--- src/rtl/mf_trig_pkg.sv ---
// Shared types and helpers for the matched-filter SIMD trigger.
// Latency: n/a (package only).
// Backpressure: n/a (package only).
// Contents: trigger state enum, lane geometry, signed lane saturation.
package mf_trig_pkg;

  typedef enum logic [2:0] {
    ST_IDLE,
    ST_ARMED,
    ST_TRACK,
    ST_REPORT,
    ST_HOLDOFF
  } trig_state_e;

  localparam int LANE_BITS = 24;
  localparam int NLANES    = 2;

  // Clamp a signed 24-bit lane into the signed range of 'outbits'. The result
  // keeps 24 bits; the caller narrows it. Wider outputs pass through.
  function automatic logic signed [LANE_BITS-1:0] sat_lane(
    input logic signed [LANE_BITS-1:0] x,
    input int                          outbits
  );
    int v;
    int hi;
    int lo;
    v  = int'(x);
    hi = (1 << (outbits - 1)) - 1;
    lo = -hi - 1;
    if (outbits >= LANE_BITS) return x;
    if (v > hi) return LANE_BITS'(hi);
    if (v < lo) return LANE_BITS'(lo);
    return x;
  endfunction

endpackage

--- src/rtl/mf_lane_sat.sv ---
// Saturates one signed 24-bit filter lane to OUTBITS signed.
// Latency: 1 clock (registered output).
// Backpressure: none; a new sample is accepted every clock.
// Ports: clk_i/rst_i clock and sync active-high reset, lane_i raw lane,
//        sat_o saturated lane.
module mf_lane_sat
  import mf_trig_pkg::*;
#(
  parameter int OUTBITS = 16
) (
  input  logic                 clk_i,
  input  logic                 rst_i,
  input  logic [LANE_BITS-1:0] lane_i,
  output logic [OUTBITS-1:0]   sat_o
);

  logic signed [LANE_BITS-1:0] clip;
  logic [OUTBITS-1:0]          sat_d;
  logic [OUTBITS-1:0]          sat_q;

  always_comb begin
    clip  = sat_lane(signed'(lane_i), OUTBITS);
    // clip already lies in range, so narrowing (or sign-extending) is exact
    sat_d = OUTBITS'(clip);
  end

  always_ff @(posedge clk_i) begin
    if (rst_i) sat_q <= '0;
    else       sat_q <= sat_d;
  end

  assign sat_o = sat_q;

endmodule

--- src/rtl/mf_simd_trigger.sv ---
// Threshold trigger on the packed two-lane filter output: reports excursion peaks.
// Latency: state decision 2 clocks after dat_i; trig_valid_o 3 clocks after the end pair.
// Backpressure: report held on trig_valid_o until trig_ready_i; input ignored meanwhile.
// Ports: clk_i/rst_i clock and sync active-high reset; dat_i packed lanes
//        (lane0 = [23:0] older); enable_i arm level; thresh_i signed threshold;
//        holdoff_i post-report dead time; trig_* report handshake and payload.
module mf_simd_trigger
  import mf_trig_pkg::*;
#(
  parameter int OUTBITS  = 16,
  parameter int TSBITS   = 32,
  parameter int HOLDBITS = 16,
  parameter int MAXLEN   = 64
) (
  input  logic                          clk_i,
  input  logic                          rst_i,
  input  logic [LANE_BITS*NLANES-1:0]   dat_i,
  input  logic                          enable_i,
  input  logic [OUTBITS-1:0]            thresh_i,
  input  logic [HOLDBITS-1:0]           holdoff_i,
  output logic                          trig_valid_o,
  input  logic                          trig_ready_i,
  output logic [OUTBITS-1:0]            trig_peak_o,
  output logic                          trig_lane_o,
  output logic [TSBITS-1:0]             trig_time_o
);

  localparam int              CNTW     = $clog2(MAXLEN + 1);
  localparam logic [CNTW-1:0] MAXLEN_C = CNTW'(MAXLEN);

  // Timestamp and input pipeline
  logic [TSBITS-1:0]           ts_q;
  logic [LANE_BITS*NLANES-1:0] s1_dat_q;
  logic [TSBITS-1:0]           s1_ts_q;
  logic [TSBITS-1:0]           s2_ts_q;
  logic signed [OUTBITS-1:0]   sat0;
  logic signed [OUTBITS-1:0]   sat1;

  // Trigger state
  trig_state_e               state_q;
  logic                      valid_q;
  logic signed [OUTBITS-1:0] peak_q;
  logic                      lane_q;
  logic [TSBITS-1:0]         time_q;
  logic [CNTW-1:0]           cnt_q;
  logic [HOLDBITS-1:0]       hold_q;

  // Per-pair decision terms
  logic                      over0;
  logic                      over1;
  logic                      any_over;
  logic                      pick1;
  logic signed [OUTBITS-1:0] best_val;
  logic                      beats;
  logic [CNTW-1:0]           cnt_nxt;

  always_ff @(posedge clk_i) begin
    if (rst_i) begin
      ts_q     <= '0;
      s1_dat_q <= '0;
      s1_ts_q  <= '0;
      s2_ts_q  <= '0;
    end else begin
      ts_q     <= ts_q + TSBITS'(1);
      s1_dat_q <= dat_i;
      s1_ts_q  <= ts_q;
      s2_ts_q  <= s1_ts_q;
    end
  end

  mf_lane_sat #(.OUTBITS(OUTBITS)) u_sat0 (
    .clk_i  (clk_i),
    .rst_i  (rst_i),
    .lane_i (s1_dat_q[LANE_BITS-1:0]),
    .sat_o  (sat0)
  );

  mf_lane_sat #(.OUTBITS(OUTBITS)) u_sat1 (
    .clk_i  (clk_i),
    .rst_i  (rst_i),
    .lane_i (s1_dat_q[2*LANE_BITS-1:LANE_BITS]),
    .sat_o  (sat1)
  );

  always_comb begin
    over0    = sat0 >= $signed(thresh_i);
    over1    = sat1 >= $signed(thresh_i);
    any_over = over0 || over1;
    // Best over sample of the pair. Lane1 wins only when strictly larger, which
    // matches scanning lane0 then lane1 with a strictly-greater update rule.
    pick1    = over1 && (!over0 || (sat1 > sat0));
    best_val = pick1 ? sat1 : sat0;
    beats    = any_over && (best_val > peak_q);
    cnt_nxt  = cnt_q + CNTW'(1);
  end

  always_ff @(posedge clk_i) begin
    if (rst_i) begin
      state_q <= ST_IDLE;
      valid_q <= 1'b0;
      peak_q  <= '0;
      lane_q  <= 1'b0;
      time_q  <= '0;
      cnt_q   <= '0;
      hold_q  <= '0;
    end else begin
      case (state_q)
        ST_IDLE: begin
          if (enable_i) state_q <= ST_ARMED;
        end

        ST_ARMED: begin
          if (!enable_i) begin
            state_q <= ST_IDLE;
          end else if (any_over) begin
            peak_q <= best_val;
            lane_q <= pick1;
            time_q <= s2_ts_q;
            // The triggering pair is the first tracked sample
            cnt_q  <= CNTW'(1);
            if (MAXLEN == 1) begin
              state_q <= ST_REPORT;
              valid_q <= 1'b1;
            end else begin
              state_q <= ST_TRACK;
            end
          end
        end

        ST_TRACK: begin
          if (beats) begin
            peak_q <= best_val;
            lane_q <= pick1;
            time_q <= s2_ts_q;
          end
          cnt_q <= cnt_nxt;
          if (!any_over || (cnt_nxt == MAXLEN_C)) begin
            state_q <= ST_REPORT;
            valid_q <= 1'b1;
          end
        end

        ST_REPORT: begin
          if (trig_ready_i) begin
            valid_q <= 1'b0;
            hold_q  <= holdoff_i;
            if (holdoff_i == '0) state_q <= enable_i ? ST_ARMED : ST_IDLE;
            else                 state_q <= ST_HOLDOFF;
          end
        end

        ST_HOLDOFF: begin
          hold_q <= hold_q - HOLDBITS'(1);
          if (hold_q == HOLDBITS'(1)) state_q <= enable_i ? ST_ARMED : ST_IDLE;
        end

        default: state_q <= ST_IDLE;
      endcase
    end
  end

  assign trig_valid_o = valid_q;
  assign trig_peak_o  = peak_q;
  assign trig_lane_o  = lane_q;
  assign trig_time_o  = time_q;

endmodule

--- config.mk ---
export PLATFORM = sky130hd
export DESIGN_NAME = mf_simd_trigger
export DESIGN_NICKNAME = d
export VERILOG_FILES = /design/src/rtl/mf_trig_pkg.sv /design/src/rtl/mf_lane_sat.sv /design/src/rtl/mf_simd_trigger.sv
export SDC_FILE = /design/constraint.sdc
export NUM_CORES = 1
export LEC_CHECK = 0
export CORE_AREA = 4 4 144 146
export CTS_CLUSTER_DIAMETER = 40
export DETAILED_ROUTE_END_ITERATION = 10
export DIE_AREA = 0 0 148 150
export GPL_TIMING_DRIVEN = 0
export PLACE_DENSITY = 0.79
export SYNTH_ARGS = -nofsm -noshare
export SYNTH_HDL_FRONTEND = slang
export SYNTH_SLANG_ARGS = --single-unit
--- constraint.sdc ---
create_clock -name clk_i -period 6.6 [get_ports clk_i]
set_clock_uncertainty 0.15 [all_clocks]
set_input_delay 0.99 -clock clk_i [delete_from_list [all_inputs] [get_ports clk_i]]
set_output_delay 0.99 -clock clk_i [all_outputs]
set_load 0.05 [all_outputs]
After elaboration in Yosys (flattened, before gate mapping)
Cells that the tools add are included.
{ "totals": {"word_cells": 99, "ff_bits": 252, "inputBits": 84, "output_inout_bits": 50} }
{ "classes": {"eq_ne": 14, "mux": 44, "magnitude_cmp": 8, "add_sub_neg": 3, "n_reduce_logical": 17} }
{ "op_table": {"columns": ["operator", "count"], "rows": [
  ["$mux 16", 13],
  ["$mux 32", 3],
  ["$pmux 16 s2", 2],
  ["$pmux 32 s2", 1],
  ["$gt 24x16->1 const B", 2],
  ["$lt 24x16->1 const B", 2],
  ["$add 32x1->32 const B", 1],
  ["$ge 16x16->1", 2],
  ["$gt 16x16->1", 2],
  ["$mux 3", 7],
  ["$eq 16x1->1 const B", 1],
  ["$logic_not 16->1", 1],
  ["$sub 16x1->16 const B", 1],
  ["$pmux 3 s5", 1],
  ["$mux 7", 2],
  ["$ne 2x2->1 const B", 7],
  ["$pmux 7 s2", 1],
  ["$mux 1", 12],
  ["$add 7x1->7 const B", 1],
  ["$eq 7x7->1 const B", 1],
  ["$eq 3x2->1 const B", 2],
  ["$reduce_and 3->1", 2],
  ["$reduce_bool 2->1", 3],
  ["$reduce_and 5->1", 1],
  ["other kinds (10)", 15]
]} }

Longest topological paths before layout
Gate-level depths: netlist of run 1.
{ "depth": {"depth_word": 9, "mapped_depth": 20, "depth_no_buf": 17} }

Hierarchy
A second synthesis of run 1 with hierarchy kept.
{ "hier_totals": {"cells_unflattened": 1101, "area_unflattened_um2": 10608.9} }
{ "by_module_without_submodules": {"columns": ["mod", "area_per_inst_um2", "cells_per_inst", "instances", "seq_area_each_um2"], "rows": [
  ["mf_simd_trigger", 9380.2, 989, 1, 4404.2],
  ["mf_lane_sat", 614.3, 56, 2, 320.3]
]} }

Least setup slack after synthesis of run 1
No wires, ideal clock.
{ "synth_path": {"path_kind": "input-to-reg", "start": "input port thresh_i[7]", "end": "register peak_q[6] (netlist: trig_peak_o[6])", "required_ns": 6.347, "slack_ns": 1.023, "cell_stages": 20, "arrival_ns": 5.324, "path_cell_list": "inv_1 ha_1 a21oi_1 o21ai_1 a2111oi_0 a31oi_1 or2_1 buf_6 nor2_4 buf_4 mux2_2 ha_1 a211oi_2 o21bai_1 a211oi_1 or4b_4 a31oi_4 buf_4 nor4_1 a2111oi_2"} }
{ "synth_between": {"elab_chain_cells": 9, "word_cells_on_any_way": 16, "classes_between": "3 x order compare; 2 x eq/ne; 5 x mux; 6 x reduce/logical"} }
{ "synth_lines": {"columns": ["item", "line", "source"], "rows": [
  ["from (decl)", "mf_simd_trigger.sv:19", "input logic [OUTBITS-1:0] thresh_i,"],
  ["$ge 16x16->1", "mf_simd_trigger.sv:86", "over0 = sat0 >= $signed(thresh_i);"],
  ["$logic_not 1->1", "mf_simd_trigger.sv:91", "pick1 = over1 && (!over0 || (sat1 > sat0));"],
  ["$logic_or 1x1->1", "mf_simd_trigger.sv:91", null],
  ["$logic_and 1x1->1 (*)", "mf_simd_trigger.sv:91", null],
  ["$mux 16 (*)", "mf_simd_trigger.sv:92", "best_val = pick1 ? sat1 : sat0;"],
  ["net best_val[5]", "mf_simd_trigger.sv:53", "logic signed [OUTBITS-1:0] best_val;"],
  ["$gt 16x16->1 (*)", "mf_simd_trigger.sv:93", "beats = any_over && (best_val > peak_q);"],
  ["$logic_and 1x1->1 (*)", "mf_simd_trigger.sv:93", null],
  ["$ne 2x2->1 (no source line) (*)", null, null],
  ["$reduce_and 4->1 (no source line) (*)", null, null],
  ["to (signal assigned)", "mf_simd_trigger.sv:116", "peak_q <= best_val;"],
  ["to (signal assigned)", "mf_simd_trigger.sv:132", "peak_q <= best_val;"],
  ["to (decl)", "mf_simd_trigger.sv:42", "logic signed [OUTBITS-1:0] peak_q;"]
]} }
Mark *: on every way through the listed nets, which the timed path passes. The rest lies on a longest branch. The select of a mux whose other input is x is not followed.
A chain may end at the register's enable or synchronous reset.

Worst setup path in the final report of run 1
{ "layout_path": {"start": "input port thresh_i[15]", "end": "register time_q[19] (netlist: trig_time_o[19])"} }
{ "layout_between": {"elab_chain_cells": 9, "word_cells_on_any_way": 12, "classes_between": "3 x order compare; 2 x eq/ne; 1 x mux; 6 x reduce/logical"} }
{ "layout_lines": {"columns": ["item", "line", "source"], "rows": [
  ["$ge 16x16->1", "mf_simd_trigger.sv:86", null],
  ["$logic_not 1->1", "mf_simd_trigger.sv:91", null],
  ["$logic_or 1x1->1", "mf_simd_trigger.sv:91", null],
  ["$logic_and 1x1->1 (*)", "mf_simd_trigger.sv:91", null],
  ["$mux 16 (*)", "mf_simd_trigger.sv:92", null],
  ["net best_val[15]", "mf_simd_trigger.sv:53", null],
  ["$gt 16x16->1 (*)", "mf_simd_trigger.sv:93", null],
  ["$logic_and 1x1->1 (*)", "mf_simd_trigger.sv:93", null],
  ["$ne 2x2->1 (no source line) (*)", null, null],
  ["$reduce_and 4->1 (no source line) (*)", null, null],
  ["to (signal assigned)", "mf_simd_trigger.sv:118", "time_q <= s2_ts_q;"],
  ["to (signal assigned)", "mf_simd_trigger.sv:134", "time_q <= s2_ts_q;"],
  ["to (decl)", "mf_simd_trigger.sv:44", "logic [TSBITS-1:0] time_q;"]
]} }
Mark *: on every way through the listed nets, which the timed path passes. The rest lies on a longest branch.

==> metrics.md, run 1 <==
| Metric | Value |
|---|---|
| Setup Viol. Count Final | 0 |
| Final std cell area, no fill | 13300 um2 |
| Critical Path AT | 6560 ps |
| Worst-path clk slew | 60 ps |
| Area Overhead vs Synth | 24.6% |
| Hpwl dp | 19700 um |
| CTS Buf Count | 28 |
| Crit end category | flop |
| H-tree Lvls | 1 |
| Slew headroom | 0.434 |
| Synth cell types | 68 |
| Initial DRC count | 477 |
| Antenna Cells | 0 |
| Status | complete, no violations |
| Hold WS | 285 ps |
| Boundary Pins | 134 |
| GRT Overall Usage | 0.233 |
| Largest net degree at the start of global routing | 16 |
| Leakage | 5.12 nW |
| Number of enable flip-flop cells after synthesis | 0 |
| Area after DPL | 12400 um2 |
| Most used DFF post-synth | dfxtp_1 |
| Post-CTS resize count | 0 |
| GPL Wtd Cong | 0.913 |
| Final hold viol count | 0 |
| Crit path buffers/inverters | 5 |
| Top cell type's share of synthesized area | 0.471 |
| Gate Count Post-Synth | 1152 |
| Synth area leader | dfxtp_1 |
| Layout Utilization | 0.688 |
| Crit-path cells | clkdlybuf4s50_1 > inv_1 > ha_1 > nand4_1 > nor4_1 > o21ai_0 > a21o_1 > and3_1 > buf_2 > nor2_4 > buf_4 > mux2_2 > ha_1 > nand4_1 > nor3_1 > a21boi_0 > or4b_4 > a31oi_4 > a21oi_2 > buf_4 > mux2i_1 |
| Met3 routed WL | 1400 um |
| CP Launch Type | input port |
| Max Buffers Root-to-Sink | 3 |
| CTS tree | done |
| CP delay by family, top | simple AND/OR/NAND/NOR gates |
| Sequential area share after synthesis | 0.471 |
| Setup Buffers After CTS | 0 |
| Core ar. | 19400 um2 |
| Met2 routed WL | 12500 um |
| Syn. warnings | 0 |
| Clock root cell | clkbuf_16 |
| Worst hold path type | flop to flop |
| First-pass GRT wire length | 42300 um |
| Final Max Slew Viols | 0 |
| Total power draw | 4.04 mW |
| Worst skew pair latency | 550 ps |
| Fillers | 1531 |
| DR vias/cell | 5.41 |
| Top sig layer | met4 |
| Slew at the pin with the worst max-slew slack | 842 ps |
| Clk sinks | 252 |
| Syn_nets | 1304 |
| Die Footprint | 22200 um2 |
| Most frequent cell after synthesis | dfxtp_1 |
| Synthesized area | 10700 um2 |
| DRT antenna net count | 0 |
| Asr flop ratio synth | 0 |
| Crit path kind | input port to flop |
| Die width | 148 um |
| Layout cells sized above 1 | 0.0697 |
| IO Port Bufs | 132 |
| Synth top area cells | dfxtp_1 47%, ha_1 7.9%, nor2b_1 6.9% |
| Wirelength per Cell | 16.2 um |
| Num rows | 51 |
| Cts hold-fix bufs | 0 |
| Worst path slowest cell | nor4_1 |
| Via count | 8649 |
| Period utilization | 0.945 |
| Drt pass-1 iters | 4 |
| PwrDens | 303 nW/um2 |
| Fin crit period | 6240 ps |
| Nets | 1466 |
| Seq cells post-synth | 252 |
| Req. time, crit path | 6920 ps |
| Total Wirelength | 25900 um |
| Initial antenna violation count | 0 |
| Synthesized area per cell | 9.30 um2 |
| Setup_tns | 0 ps |
| CP max FO | 10 |
| Starting density of the core | 0.552 |
| Die Ht | 150 um |
| Vias in the first global route | 8664 |
| Most frequent cells after synthesis | 252 x dfxtp_1, 124 x nor2_1, 118 x nor2b_1 |
| DRC | 0 |
| Crit path largest cell delay | 470 ps |
| Grt ovf | 0 |
| Max-cap violations | 0 |
| Peak VDD IR | 0.000275 V |
| RSZ-0062 raised after global routing | false |
| Metal-1 WL | 11400 um |
| Fmax | 160 MHz |
-- logic make-up after synthesis --
logic type / after synthesis / synth area share
flip-flops: 252 / 0.471
multiplexers: 48 / 0.0466
XOR/XNOR: 26 / 0.0213
AND/OR/NAND/NOR: 490 / 0.233
buffers and inverters: 114 / 0.0451
adder cells (fa/ha/maj): 68 / 0.0794
AO/OA/AOI/OAI: 154 / 0.103
-- placed cells by master (no fill, tap or decap), types with 6 or more instances in the layout --
master and instances:
o211ai_1 9, nor4_1 43, inv_1 59, xnor2_1 8, nor2b_1 118, nand4_1 22, clkbuf_1 45, dfxtp_1 252
o21ai_0 27, a2111oi_1 6, nor2_1 124, and3_1 6, a31oi_1 7, clkbuf_16 28, a21oi_1 51, clkdlybuf4s50_1 132
nand2_1 103, nand3_1 18, or3_1 12, mux2i_1 33, a2111oi_2 10, nor3_1 20, mux2_2 12, ha_1 68
xor2_1 18
-- layer usage --
layer / vias to the layer above / global-route usage
li1: 4309 / -
met1: 4044 / 0.302
met2: 249 / 0.408
met3: 47 / 0.0291
met4: 0 / 0.0753
met5: - / 0
-- layout make-up --
type,instances,area [um2],share of cell area
Timing Repair Buffer,132,1320,0.0990
Multi-Input combinational cell,786,5190,0.389
Tap cell,265,332,0.0249
Inverter,60,225,0.0169
Clock buffer,39,792,0.0594
Buffer,54,258,0.0193
Clock inverter,11,180,0.0135
Sequential cell,252,5040,0.378
-- sequential cells by signal (all words and copies together), names as in the netlist --
register and flops:
s2_ts_q 32, trig_lane_o 1, hold_q 16, u_sat0.sat_o 16, trig_peak_o 16, s1_ts_q 32
ts_q 32, state_q 3, trig_valid_o 1, u_sat1.sat_o 16, trig_time_o 32, s1_dat_q 48
cnt_q 7
-- power by group --
group          switching (mW)  internal, mW
clock                   0.619         0.966
sequential             0.0615          1.60
combinational           0.473         0.329
total                    1.15          2.89
-- stage by stage --
stage	setup WS [ps]	std cells
finish	361	1599
CTS	385	1599
floorplan	1020	1152
global placement	-78.1	1549
global route	105	1599
detailed placement	-175	1549
-- path summary, 6_finish.rpt --
check,from,to,slack (ps),cells past startpoint
worst max-delay path,thresh_i[15],trig_time_o[19],360,21
worst min-delay path,s1_ts_q[20],s2_ts_q[20],280,1
worst max register to register,u_sat0.sat_o[15],trig_time_o[19],750,20
worst min register to register,s1_ts_q[20],s2_ts_q[20],280,1
-- worst register-to-register path: stages (launching register included) --
cell and delay, ps:
dfxtp_1 450, inv_1 80, ha_1 320, nand4_1 150, nor4_1 480, a21boi_0 260, o31ai_1 130, and3_1 190
buf_2 180, nor2_4 250, buf_4 270, mux2_2 360, ha_1 310, nand4_1 190, nor3_1 360, a21boi_0 330
or4b_4 200, a31oi_4 150, a21oi_2 440, buf_4 320, mux2i_1 210
No activity file was read; power rests on OpenSTA's default activity.
==> inputs of run 2 (changes only) <==
Settings changed: SLEW_MARGIN from default to 20.
==> run 2 against run 1 <==
  * Sequential power hardly changed
  * Non-clock buffer count did not move
  * Setup slack improved by 49 ps
  * First-iteration DRC count up 9.9%
  * Via count rose by 0.62%
  * Critical path depth did not move
  * Combinational power is 0.6% higher
  * Critical endpoint is now trig_peak_o[15]
  * Largest power group unchanged
==> metrics.md, run 2 (synthesis results as in run 1) <==
| Metric | Value |
|---|---|
| CP Launch Type | input port |
| Core ar. | 19400 um2 (unchanged) |
| Crit path largest cell delay | 490 ps (+20 ps) |
| Initial antenna violation count | 0 (unchanged) |
| DP Cell Count | 1549 (unchanged) |
| Area Overhead vs Synth | 24.1% |
| Setup_tns | 0 ps (unchanged) |
| Hold Path Depth | 1 (unchanged) |
| Max Buffers Root-to-Sink | 3 (unchanged) |
| Switching share of total power | 0.288 (+0.00224) |
| Hpwl dp | 19700 um (about the same) |
| Period utilization | 0.938 (-0.00735) |
| Worst-path clk slew | 60 ps (about the same) |
| CTS Buf Count | 26 (-7.1%) |
| Final hold viol count | 0 (unchanged) |
| Largest net degree at the start of global routing | 16 (unchanged) |
| Initial DRC count | 524 (+9.9%) |
| Antenna Cells | 0 (unchanged) |
| Most frequent cells in the layout | 252 x dfxtp_1, 132 x clkdlybuf4s50_1, 124 x nor2_1 |
| Crit path kind | input port to flop |
| RR Startpoint | u_sat0.sat_o[15] |
| Status | complete, no violations |
| Layout Cells excl Fill | 1597 (-0.13%) |
| Clock root cell | clkbuf_16 |
| Worst reg2reg path depth | 20 (unchanged) |
| Starting density of the core | 0.552 (unchanged) |
| Setup Viol. Count Final | 0 (unchanged) |
| Biggest register | s1_dat_q |
| Total Wirelength | 26200 um (+1.1%) |
| Slew at the pin with the worst max-slew slack | 933 ps (+91.4 ps) |
| Wirelength per Cell | 16.4 um (+1.3%) |
| IO Port Bufs | 132 (unchanged) |
| First-pass GRT wire length | 42800 um (+1.2%) |
| Max reg flops | 48 (unchanged) |
| Leakage | 5.10 nW (-0.38%) |
| Setup slack after layout | 410 ps (+48.5 ps) |
| CP max FO | 10 (unchanged) |
| Fmax | 162 MHz (+0.78%) |
| Req. time, crit path | 6840 ps (-80 ps) |
| Drt pass-1 iters | 5 (+1) |
| GPL Wtd Cong | 0.913 (unchanged) |
| DR vias/cell | 5.45 (+0.75%) |
| Die Ht | 150 um (unchanged) |
| H-tree Lvls | 1 (unchanged) |
| CTS tree | done |
| DRC | 0 (unchanged) |
| Vias in the first global route | 8799 (+1.6%) |
| Fin crit period | 6190 ps (-48.5 ps) |
| Worst hold path type | flop to flop |
| Nets | 1464 (-0.14%) |
| Clock share of power | 0.381 (-0.011) |
| RSZ-0062 raised after global routing | false |
| Cts hold-fix bufs | 0 (unchanged) |
| Num rows | 51 (unchanged) |
| Commonest non-fill, non-tap cell in the layout | dfxtp_1 |
| Die Footprint | 22200 um2 (unchanged) |
| Slew headroom | 0.373 (-0.0615) |
| Psw | 1.15 mW (-0.75%) |
| Clk sinks | 252 (unchanged) |
| Via count | 8703 (+0.62%) |
| GRT Overall Usage | 0.234 (+0.00102) |
| Reg-to-reg setup timing slack | 770 ps (+20 ps) |
| Internal power | 2.84 mW (-1.8%) |
| Die width | 148 um (unchanged) |
| Peak VDD IR | 0.000207 V (-25%) |
| Hold worst-path end | s2_ts_q[16] |
| Max-cap violations | 0 (unchanged) |
| PwrDens | 300 nW/um2 (-1.1%) |
| DRT antenna net count | 0 (unchanged) |
| Final Max Slew Viols | 0 (unchanged) |
| Setup WS pre-CTS | -189 ps (-13.7 ps) |
| Combinational share of power | 0.203 (+0.005) |
| Crit end category | flop |
| Crit-path cells | clkdlybuf4s50_1 > inv_1 > ha_1 > a21oi_1 > o21ai_1 > a2111oi_0 > a31oi_1 > or2_1 > buf_6 > nor2_4 > buf_4 > mux2_2 > ha_1 > a211oi_2 > o21bai_1 > a211oi_1 > or4b_4 > a31oi_4 > buf_6 > nor4_1 > a2111oi_1 |
| Hold path startpoint | s1_ts_q[16] |
| Layout cells sized above 1 | 0.0691 (-0.000646) |
| Worst skew pair latency | 530 ps (-20 ps) |
| Critical Path AT | 6430 ps (-130 ps) |
| Grt ovf | 0 (unchanged) |
| FF-to-FF End | trig_peak_o[15] |
| Boundary Pins | 134 (unchanged) |
| Hold WS | 280 ps (-4.85 ps) |
| Worst path slowest cell | or4b_4 |
| Sequential power share | 0.416 (+0.006) |
## run 2: cell count changes in the layout (fill, tap and decap cells not counted), sizes merged
cell and change:
clkinvlp -1, clkbuf -3, clkinv +2
## run 2: worst max path at each step
stage / start / endpoint / slack [ps] / depth (start not counted)
after floorplan: thresh_i[7] / trig_peak_o[6] / 1020 / 20
after global placement: thresh_i[15] / trig_time_o[1] / -80 / 21
after detailed placement: thresh_i[7] / trig_time_o[16] / -190 / 21
after CTS: thresh_i[7] / trig_time_o[16] / 290 / 21
after global routing: thresh_i[5] / trig_peak_o[8] / 20 / 21
final: thresh_i[5] / trig_peak_o[15] / 410 / 21
## run 2: layer usage
metal  global-route usage  routed length (um)  vias to the layer above
li1                     -                   -                     4306
met4               0.0734                 646                        0
met3               0.0294                1460                       53
met5                    0                   0                        -
met1                0.299               11500                     4077
met2                0.414               12700                      267
## run 2: worst max-delay path: cells and delay by family
| kind | cells | cell delay (ps) |
|---|---|---|
| buf+inv | 5 | 1120 |
| compound gates | 9 | 2230 |
| mux | 1 | 360 |
| fa+ha+maj | 2 | 620 |
| simple gates | 4 | 1080 |
## run 2: layout make-up
type,count,area (um2)
clock inverters,12,175
multi-input cells,786,5200
repair buffers,132,1320
well taps,265,332
clock buffers,36,738
plain buffers,54,258
inverters,60,225
flip-flops and latches,252,5040
fillers,1559,6110
## run 2: power groups by stage
stage / Clock [mW] / Combinational, mW / Sequential [mW]
after floorplan: 0 / 0.475 / 1.75
after global placement: 0 / 0.778 / 1.69
after detailed placement: 0 / 0.796 / 1.69
after CTS: 1.54 / 0.802 / 1.65
after global routing: 1.60 / 0.876 / 1.66
final: 1.52 / 0.807 / 1.66
## run 2: metrics by stage
stage | area, um2 | total power [mW] | util
6_report | 13300 | 3.98 | 0.685
5_1_grt | 13300 | 4.14 | 0.685
4_1_cts | 13300 | 3.99 | 0.685
3_5_place_dp | 12400 | 2.48 | 0.638
3_3_place_gp | 12400 | 2.46 | 0.637
2_1_floorplan | 10700 | 2.23 | -
## run 2: repair_timing
action / in CTS / in global routing
resized for setup: 0 / 1
setup endpoints to repair: 0 / 23
setup buffers: 0 / 0
